## config.mk

```make
export PLATFORM = sky130hd
export DESIGN_NAME = byte_serial_adder32
export DESIGN_NICKNAME = d
export VERILOG_FILES = /design/src/rtl/byte_serial_adder32.sv
export SDC_FILE = /design/constraint.sdc
export NUM_CORES = 1
export LEC_CHECK = 0
export ABC_AREA = 1
export CAP_MARGIN = 20
export CORE_MARGIN = 1.5
export CORE_UTILIZATION = 30
export DETAILED_ROUTE_END_ITERATION = 10
export DONT_BUFFER_PORTS = 1
export GPL_TIMING_DRIVEN = 1
export SLEW_MARGIN = 0
export SYNTH_ARGS = -nofsm -noshare
export SYNTH_HDL_FRONTEND = slang
export SYNTH_SLANG_ARGS = --single-unit
```

## constraint.sdc

```tcl
create_clock -name clk -period 3.4 [get_ports clk]
set_clock_uncertainty 0.15 [all_clocks]
set_input_delay 0.51 -clock clk [delete_from_list [all_inputs] [get_ports clk]]
set_output_delay 0.51 -clock clk [all_outputs]
set_load 0.005 [all_outputs]
```

## src/rtl/byte_serial_adder32.sv

```systemverilog
// byte_serial_adder32
//   Multi-cycle WIDTH-bit adder. It accepts full-width operands over a
//   valid/ready handshake. It adds one SLICE_W-bit slice per clock,
//   starting with the least significant slice, through a single ripple-carry
//   slice. The assembled sum and carry-out are then presented over a second
//   valid/ready handshake.
//
//   Optional feature macro: OVF_FLAG_EN adds the signed-overflow output ovf.
//
// Parameters
//   WIDTH    total operand width; must be an integer multiple of SLICE_W
//   SLICE_W  bits added per clock (width of the internal adder slice)
//
// Ports
//   clk        rising-edge clock
//   rst_n      asynchronous active-low reset
//   in_valid   operands a, b, cin are valid
//   in_ready   block can accept operands (high only in IDLE)
//   a, b       WIDTH-bit operands, sampled on the accepting edge
//   cin        carry-in to slice 0
//   out_valid  sum/cout (and ovf) are valid (high only in DONE)
//   out_ready  consumer accepts the result
//   sum        registered WIDTH-bit sum
//   cout       registered carry-out of the top slice
//   ovf        registered signed overflow (only with OVF_FLAG_EN)

module byte_serial_adder32 #(
  parameter int WIDTH   = 32,
  parameter int SLICE_W = 8
) (
  input  logic             clk,
  input  logic             rst_n,
  input  logic             in_valid,
  output logic             in_ready,
  input  logic [WIDTH-1:0] a,
  input  logic [WIDTH-1:0] b,
  input  logic             cin,
  output logic             out_valid,
  input  logic             out_ready,
  output logic [WIDTH-1:0] sum,
  output logic             cout
`ifdef OVF_FLAG_EN
  ,
  output logic             ovf
`endif
);

  localparam int N     = WIDTH / SLICE_W;
  // A single-slice configuration still needs a 1-bit index register.
  localparam int IDX_W = (N > 1) ? $clog2(N) : 1;

  typedef enum logic [1:0] {IDLE, RUN, DONE} state_t;

  state_t             state, next_state;
  logic [WIDTH-1:0]   a_q, b_q;
  logic [WIDTH-1:0]   sum_q;
  logic               carry_q;
  logic               cout_q;
  logic [IDX_W-1:0]   idx;
  logic               last_slice;
  logic [SLICE_W-1:0] a_sl, b_sl;
  logic [SLICE_W:0]   slice_res;

  assign last_slice = (idx == IDX_W'(N - 1));

  // The single adder slice. Its carry-in comes only from carry_q, so the
  // carry never ripples combinationally from one cycle into the next.
  always_comb begin
    a_sl      = a_q[idx*SLICE_W +: SLICE_W];
    b_sl      = b_q[idx*SLICE_W +: SLICE_W];
    slice_res = {1'b0, a_sl} + {1'b0, b_sl} + {{SLICE_W{1'b0}}, carry_q};
  end

  always_ff @(posedge clk or negedge rst_n) begin
    if (!rst_n) state <= IDLE;
    else        state <= next_state;
  end

  always_comb begin
    next_state = state;
    in_ready   = 1'b0;
    out_valid  = 1'b0;
    case (state)
      IDLE: begin
        in_ready = 1'b1;
        if (in_valid) next_state = RUN;
      end
      RUN: begin
        if (last_slice) next_state = DONE;
      end
      DONE: begin
        out_valid = 1'b1;
        if (out_ready) next_state = IDLE;
      end
      default: next_state = IDLE;
    endcase
  end

  // Datapath. The sum is cleared on the accepting edge, so the previous
  // result stays visible for as long as the block idles. cout keeps its
  // value until it is overwritten on the final slice.
  always_ff @(posedge clk or negedge rst_n) begin
    if (!rst_n) begin
      a_q     <= '0;
      b_q     <= '0;
      sum_q   <= '0;
      carry_q <= 1'b0;
      cout_q  <= 1'b0;
      idx     <= '0;
    end else begin
      case (state)
        IDLE: begin
          if (in_valid) begin
            a_q     <= a;
            b_q     <= b;
            carry_q <= cin;
            sum_q   <= '0;
            idx     <= '0;
          end
        end
        RUN: begin
          sum_q[idx*SLICE_W +: SLICE_W] <= slice_res[SLICE_W-1:0];
          carry_q                       <= slice_res[SLICE_W];
          if (last_slice) begin
            cout_q <= slice_res[SLICE_W];
            idx    <= '0;
          end else begin
            idx <= idx + 1'b1;
          end
        end
        default: ;
      endcase
    end
  end

`ifdef OVF_FLAG_EN
  logic ovf_q;

  // Overflow occurs when both operands have the same sign and the sign of
  // the result differs from it. The check uses the MSB of the final slice.
  always_ff @(posedge clk or negedge rst_n) begin
    if (!rst_n) begin
      ovf_q <= 1'b0;
    end else if (state == RUN && last_slice) begin
      ovf_q <= (a_q[WIDTH-1] == b_q[WIDTH-1]) &&
               (slice_res[SLICE_W-1] != a_q[WIDTH-1]);
    end
  end

  assign ovf = ovf_q;
`endif

  assign sum  = sum_q;
  assign cout = cout_q;

endmodule
```

# [Word-level counts from Yosys, hierarchy flattened]
# Index checks and enable logic that the tools add are counted.
# Widths: inputs -> output; s select.
[totals] reg_bits=102 input_bits=69 output_inout_bits=35 elab_cells=41
[classes] addsub=4 eq_ne=6 shift=4 n_mux=14 n_reduce_logical=6
[ops] cell="$pmux 32 s2" n=1
[ops] cell="$shiftx 32x6->8" n=2
[ops] cell="$neg 5->34" n=1
[ops] cell="$shift 8x34->32 const A" n=1
[ops] cell="$shiftx 8x34->32" n=1
[ops] cell="$bwmux 32" n=1
[ops] cell="$mux 32" n=1
[ops] cell="$mux 2" n=5
[ops] cell="$add 8x8->9" n=1
[ops] cell="$add 9x1->9" n=1
[ops] cell="$ne 2x2->1 const B" n=3
[ops] cell="$pmux 2 s3" n=1
[ops] cell="$reduce_and 2->1" n=3
[ops] cell="$eq 2x2->1 const B" n=2
[ops] cell="$pmux 2 s2" n=1
[ops] cell="$mux 1" n=3
[ops] cell="$reduce_and 3->1" n=1
[ops] cell="$add 2x1->2 const B" n=1
[ops] cell="$eq 2x1->1 const B" n=1
[ops] cell="$logic_not 2->1" n=1
[ops] cell="$pmux 1 s2" n=1
[ops] cell="$reduce_bool 2->1" n=1

# [Longest topological paths before layout]
[depth] depth_word=6 depth_mapped=15

# [Worst setup path before layout]
# No wires, ideal clock.
[synth_timing] path_kind="reg-to-reg" start="register idx[0]" end="register sum_q[12], in the netlist sum[12]" setup_time_ns=0.066 arrival_time_ns=2.323 path_slack_ns=0.862 stages_incl_launch_ff=14 period_less_slack_ns=2.538 path_cell_list="dfrtp_1 buf_2 inv_2 clkbuf_1 o21ai_0 o22ai_1 fa_1 inv_1 fa_1 inv_1 a21oi_1 xnor2_1 nand4_1 nand2_1"
[synth_between] elab_chain_len=6
[synth_lines] item="start, declared" line="59" text="logic [IDX_W-1:0] idx;"
[synth_lines] item="start signal, assigned" line="128" text="idx <= idx + 1'b1;"
[synth_lines] item="$shiftx 32x6->8 (on tied branches)" line="69, 70"
[synth_lines] item="$add 8x8->9" line="71" text="slice_res = {1'b0, a_sl} + {1'b0, b_sl} + {{SLICE_W{1'b0}}, carry_q};"
[synth_lines] item="$add 9x1->9" line="71"
[synth_lines] item="$shiftx 8x34->32" line="122" text="sum_q[idx*SLICE_W +: SLICE_W] <= slice_res[SLICE_W-1:0];"
[synth_lines] item="$bwmux 32 (*)" line="122"
[synth_lines] item="$pmux 32 s2 (*)" line="111" text="case (state)"
[synth_lines] item="end signal, assigned by index" line="122"
[synth_lines] item="end, declared" line="56" text="logic [WIDTH-1:0] sum_q;"
# Mark *: on every way between the ends. The rest lies on a longest branch, timed or not.
# A chain may end at the register's enable or synchronous reset.

# [Worst setup path after layout]
# Same ends and word-level chain as after synthesis.

==> results.yml <==
status:
  status: "finished clean"
logic_synthesis:
  ys_seq_elements: 102
  synth.cell_area_um2: 4881
  synth-warning-count: 0
  ys_top_cells_by_area: "dfrtp_1 52%, nand2_1 22%, o21ai_0 3.5%"
  avgSynthCellArea_um2: 8.068
  synth_cell_types: 28
  yosysTopAreaCellShare_pct: 52.29
  yosysMostFrequentCell: "nand2_1"
  synth_common_cells: "286 x nand2_1, 102 x dfrtp_1, 34 x o21ai_0, 33 x nor2_1, 26 x inv_1"
  synth_edf_count: 0
  synth_top_area_cell: "dfrtp_1"
  async_flop_share_pct: 100.0
  synthCells: 605
  synth_nets: 687
  synth_ff_type: "dfrtp_1"
  ys_seq_area_share_pct: 52.29
pwr:
  power_density_nw_per_um2: 1185
  leakagePower_nw: 2.807
  vdd_drop_max_uv: 450.0
placed_design:
  placedInstanceArea_um2: 5020
  numPortBuffers: 0
  hpwl_mm: 9.142
  place_congestion: 0.8368
  placedCellCount: 800
timing:
  final.min_clock_period_ns: 2.803
  period_share_pct: 82.46
  max_freq_ghz: 0.3567
  finalMaxSlewViolations: 0
  rsz0062_at_grt: "false"
  setup_tns_ns: 0
  setup_violations: 0
  worst_pin_slew_ns: 0.9692
  maxSlewHeadroom_pct: 35.39
  hold_viol: 0
cells_and_area:
  fin_nets: 679
  drive_gt1_share_pct: 5.657
  fin_cells: 817
  n_antenna_cell: 0
  final_area_um2: 5381
  n_fill_cell: 1707
  area_growth_pct: 10.25
floorplan:
  core_um2: 15890
  io_pins: 104
  fp-row-count: 46
  die_width_um: 130.6
  initial_core_util_pct: 30.73
  dieArea_um2: 17040
  die_h_um: 130.6
detailed_routing:
  drtIter0Drc: 244
  vias: 3898
  wl_per_cell_um: 15.43
  viasPerCell: 4.771
  dr.pass1.iters: 5
  ant_nets: 0
  wirelength_mm: 12.61
  drc_errors: 0
setup_path:
  r2r_cells: 11
  critPathCaptureType: "flip-flop"
  crit_slowest_cell: "buf_4"
  r2r_end: "sum[12]"
  reg2reg_slack_ns: 0.60
  reg2reg_from: "idx[0]"
  critPathMaxFanout: 46
  slowest_delay_ns: 0.40
  start_kind: "flip-flop"
  crit_required_ns: 3.53
  path_class: "flip-flop to flip-flop"
  critPathArrivalTime_ns: 2.94
  path_cells: "buf_4 -> o21ai_0 -> o22ai_1 -> fa_1 -> inv_1 -> fa_1 -> inv_1 -> a21oi_1 -> xnor2_1 -> nand4_1 -> nand2_1"
min_path:
  whs_path_depth: 1
  hold_path_startpoint: "out_ready"
  hold_path_end: "state[1]"
  hold_class: "primary input to flip-flop"
clock_tree:
  cts_root_buf: "clkbuf_16"
  cts_tree: "built"
  cts.htree.levels: 3
  cts_setup_buffers: 0
  cts_buffers: 9
  clk_path_buf_depth: 2
  cts.sinks: 102
  clkTransAtPathRegs_ns: 0.07
  clock_latency_ns: 0.34
job:
  max_cap_violations: 0
global_route:
  grt_pass1_vias: 3755
  grt_first_pass_wirelength_mm: 19.82
  grt_max_degree: 103
  grt.total_usage_pct: 15.24
  antenna_found_initial: 0
  grt.overflow.total: 0
-- metal layers --
layer | global-route usage, % | wire length [µm] | part of all wire, % | vias to the layer above
li1 | - | - | - | 1902
met1 | 20.61 | 5669 | 45 | 1845
met2 | 24.02 | 5788 | 46 | 132
met3 | 4.112 | 938 | 7.4 | 19
met4 | 4.396 | 211 | 1.7 | 0
met5 | 0 | 0 | 0 | -
-- worst max-delay path: cells and delay by family (launching register included) --
kind	cells	cell delay (ns)
and+or+nand+nor	2	0.21
adders and majority gates	2	0.64
xor gates and xnor gates	1	0.34
buffers and inverters	3	0.55
AOI/OAI and AO/OA	3	0.48
DFF	1	0.36
-- power breakdown --
| group | switching (mW) | total (mW) | internal [mW] |
|---|---|---|---|
| clock network | 0.436 | 1.12 | 0.682 |
| registers | 0.375 | 2.12 | 1.74 |
| logic | 2.11 | 3.14 | 1.03 |
-- how the worst max path moves through the flow --
stage / to / start / slack [ns] / depth (start not counted)
after CTS: sum[12] / idx[0] / 0.60 / 11
after detailed placement: sum[12] / idx[0] / 0.62 / 11
after global routing: sum[28] / idx[0] / 0.32 / 11
after global placement: sum[28] / idx[0] / 0.69 / 11
after floorplan: sum[12] / idx[0] / 0.86 / 13
final: sum[12] / idx[0] / 0.60 / 11
-- cells in the final DEF, fill, tap and decap left out, types with 3 or more instances in the layout --
master / count
nand2_1: 286
o21ai_0: 34
o22ai_1: 15
buf_4: 6
a21oi_1: 6
ha_1: 11
inv_2: 7
nand4_1: 11
inv_1: 26
o31ai_1: 3
nor2_1: 33
clkbuf_16: 9
nand3_1: 23
o21ai_1: 6
dfrtp_1: 102
-- cell type report --
class | count | area, µm² | share of cell area (%)
timing repair buffer | 8 | 82.58 | 1.535
tap | 216 | 270.3 | 5.022
inverter | 34 | 127.6 | 2.372
multi-input combinational | 442 | 2024 | 37.62
clock buffer | 12 | 256.5 | 4.766
sequential | 102 | 2552 | 47.43
clock inverter | 3 | 67.56 | 1.256
-- logic make-up after synthesis --
| kind of cell | share of synthesized area (%) |
|---|---|
| and+or+nand+nor | 29.66 |
| DFF | 52.29 |
| AOI/OAI and AO/OA | 7.639 |
| buffers and inverters | 6.229 |
| adders and majority gates | 3.640 |
| xor gates and xnor gates | 0.5384 |
-- stage by stage --
| stage | utilization (%) | setup WS (ns) | hold slack [ns] | total power [mW] |
|---|---|---|---|---|
| 6_report | 33.88 | 0.5965 | 0.1037 | 6.376 |
| 2_1_floorplan | - | 0.8619 | 0.06441 | 4.425 |
| 5_1_grt | 33.88 | 0.3179 | 0.08953 | 6.953 |
| 3_3_place_gp | 31.60 | 0.6881 | 0.06762 | 5.200 |
| 3_5_place_dp | 31.60 | 0.6209 | 0.06727 | 5.234 |
| 4_1_cts | 33.88 | 0.5985 | 0.09538 | 6.407 |
-- repair_timing --
item	4_1_cts	5_1_grt
resized for setup	0	0
hold endpoints to repair	102	0
hold buffers	2	0
-- sequential cells by signal, summed over array words and instances (netlist names) --
signal / cells
a_q: 32
b_q: 32
sum: 32
idx: 2
state: 2
carry_q: 1
cout: 1
(Power assumes the default switching activity.)
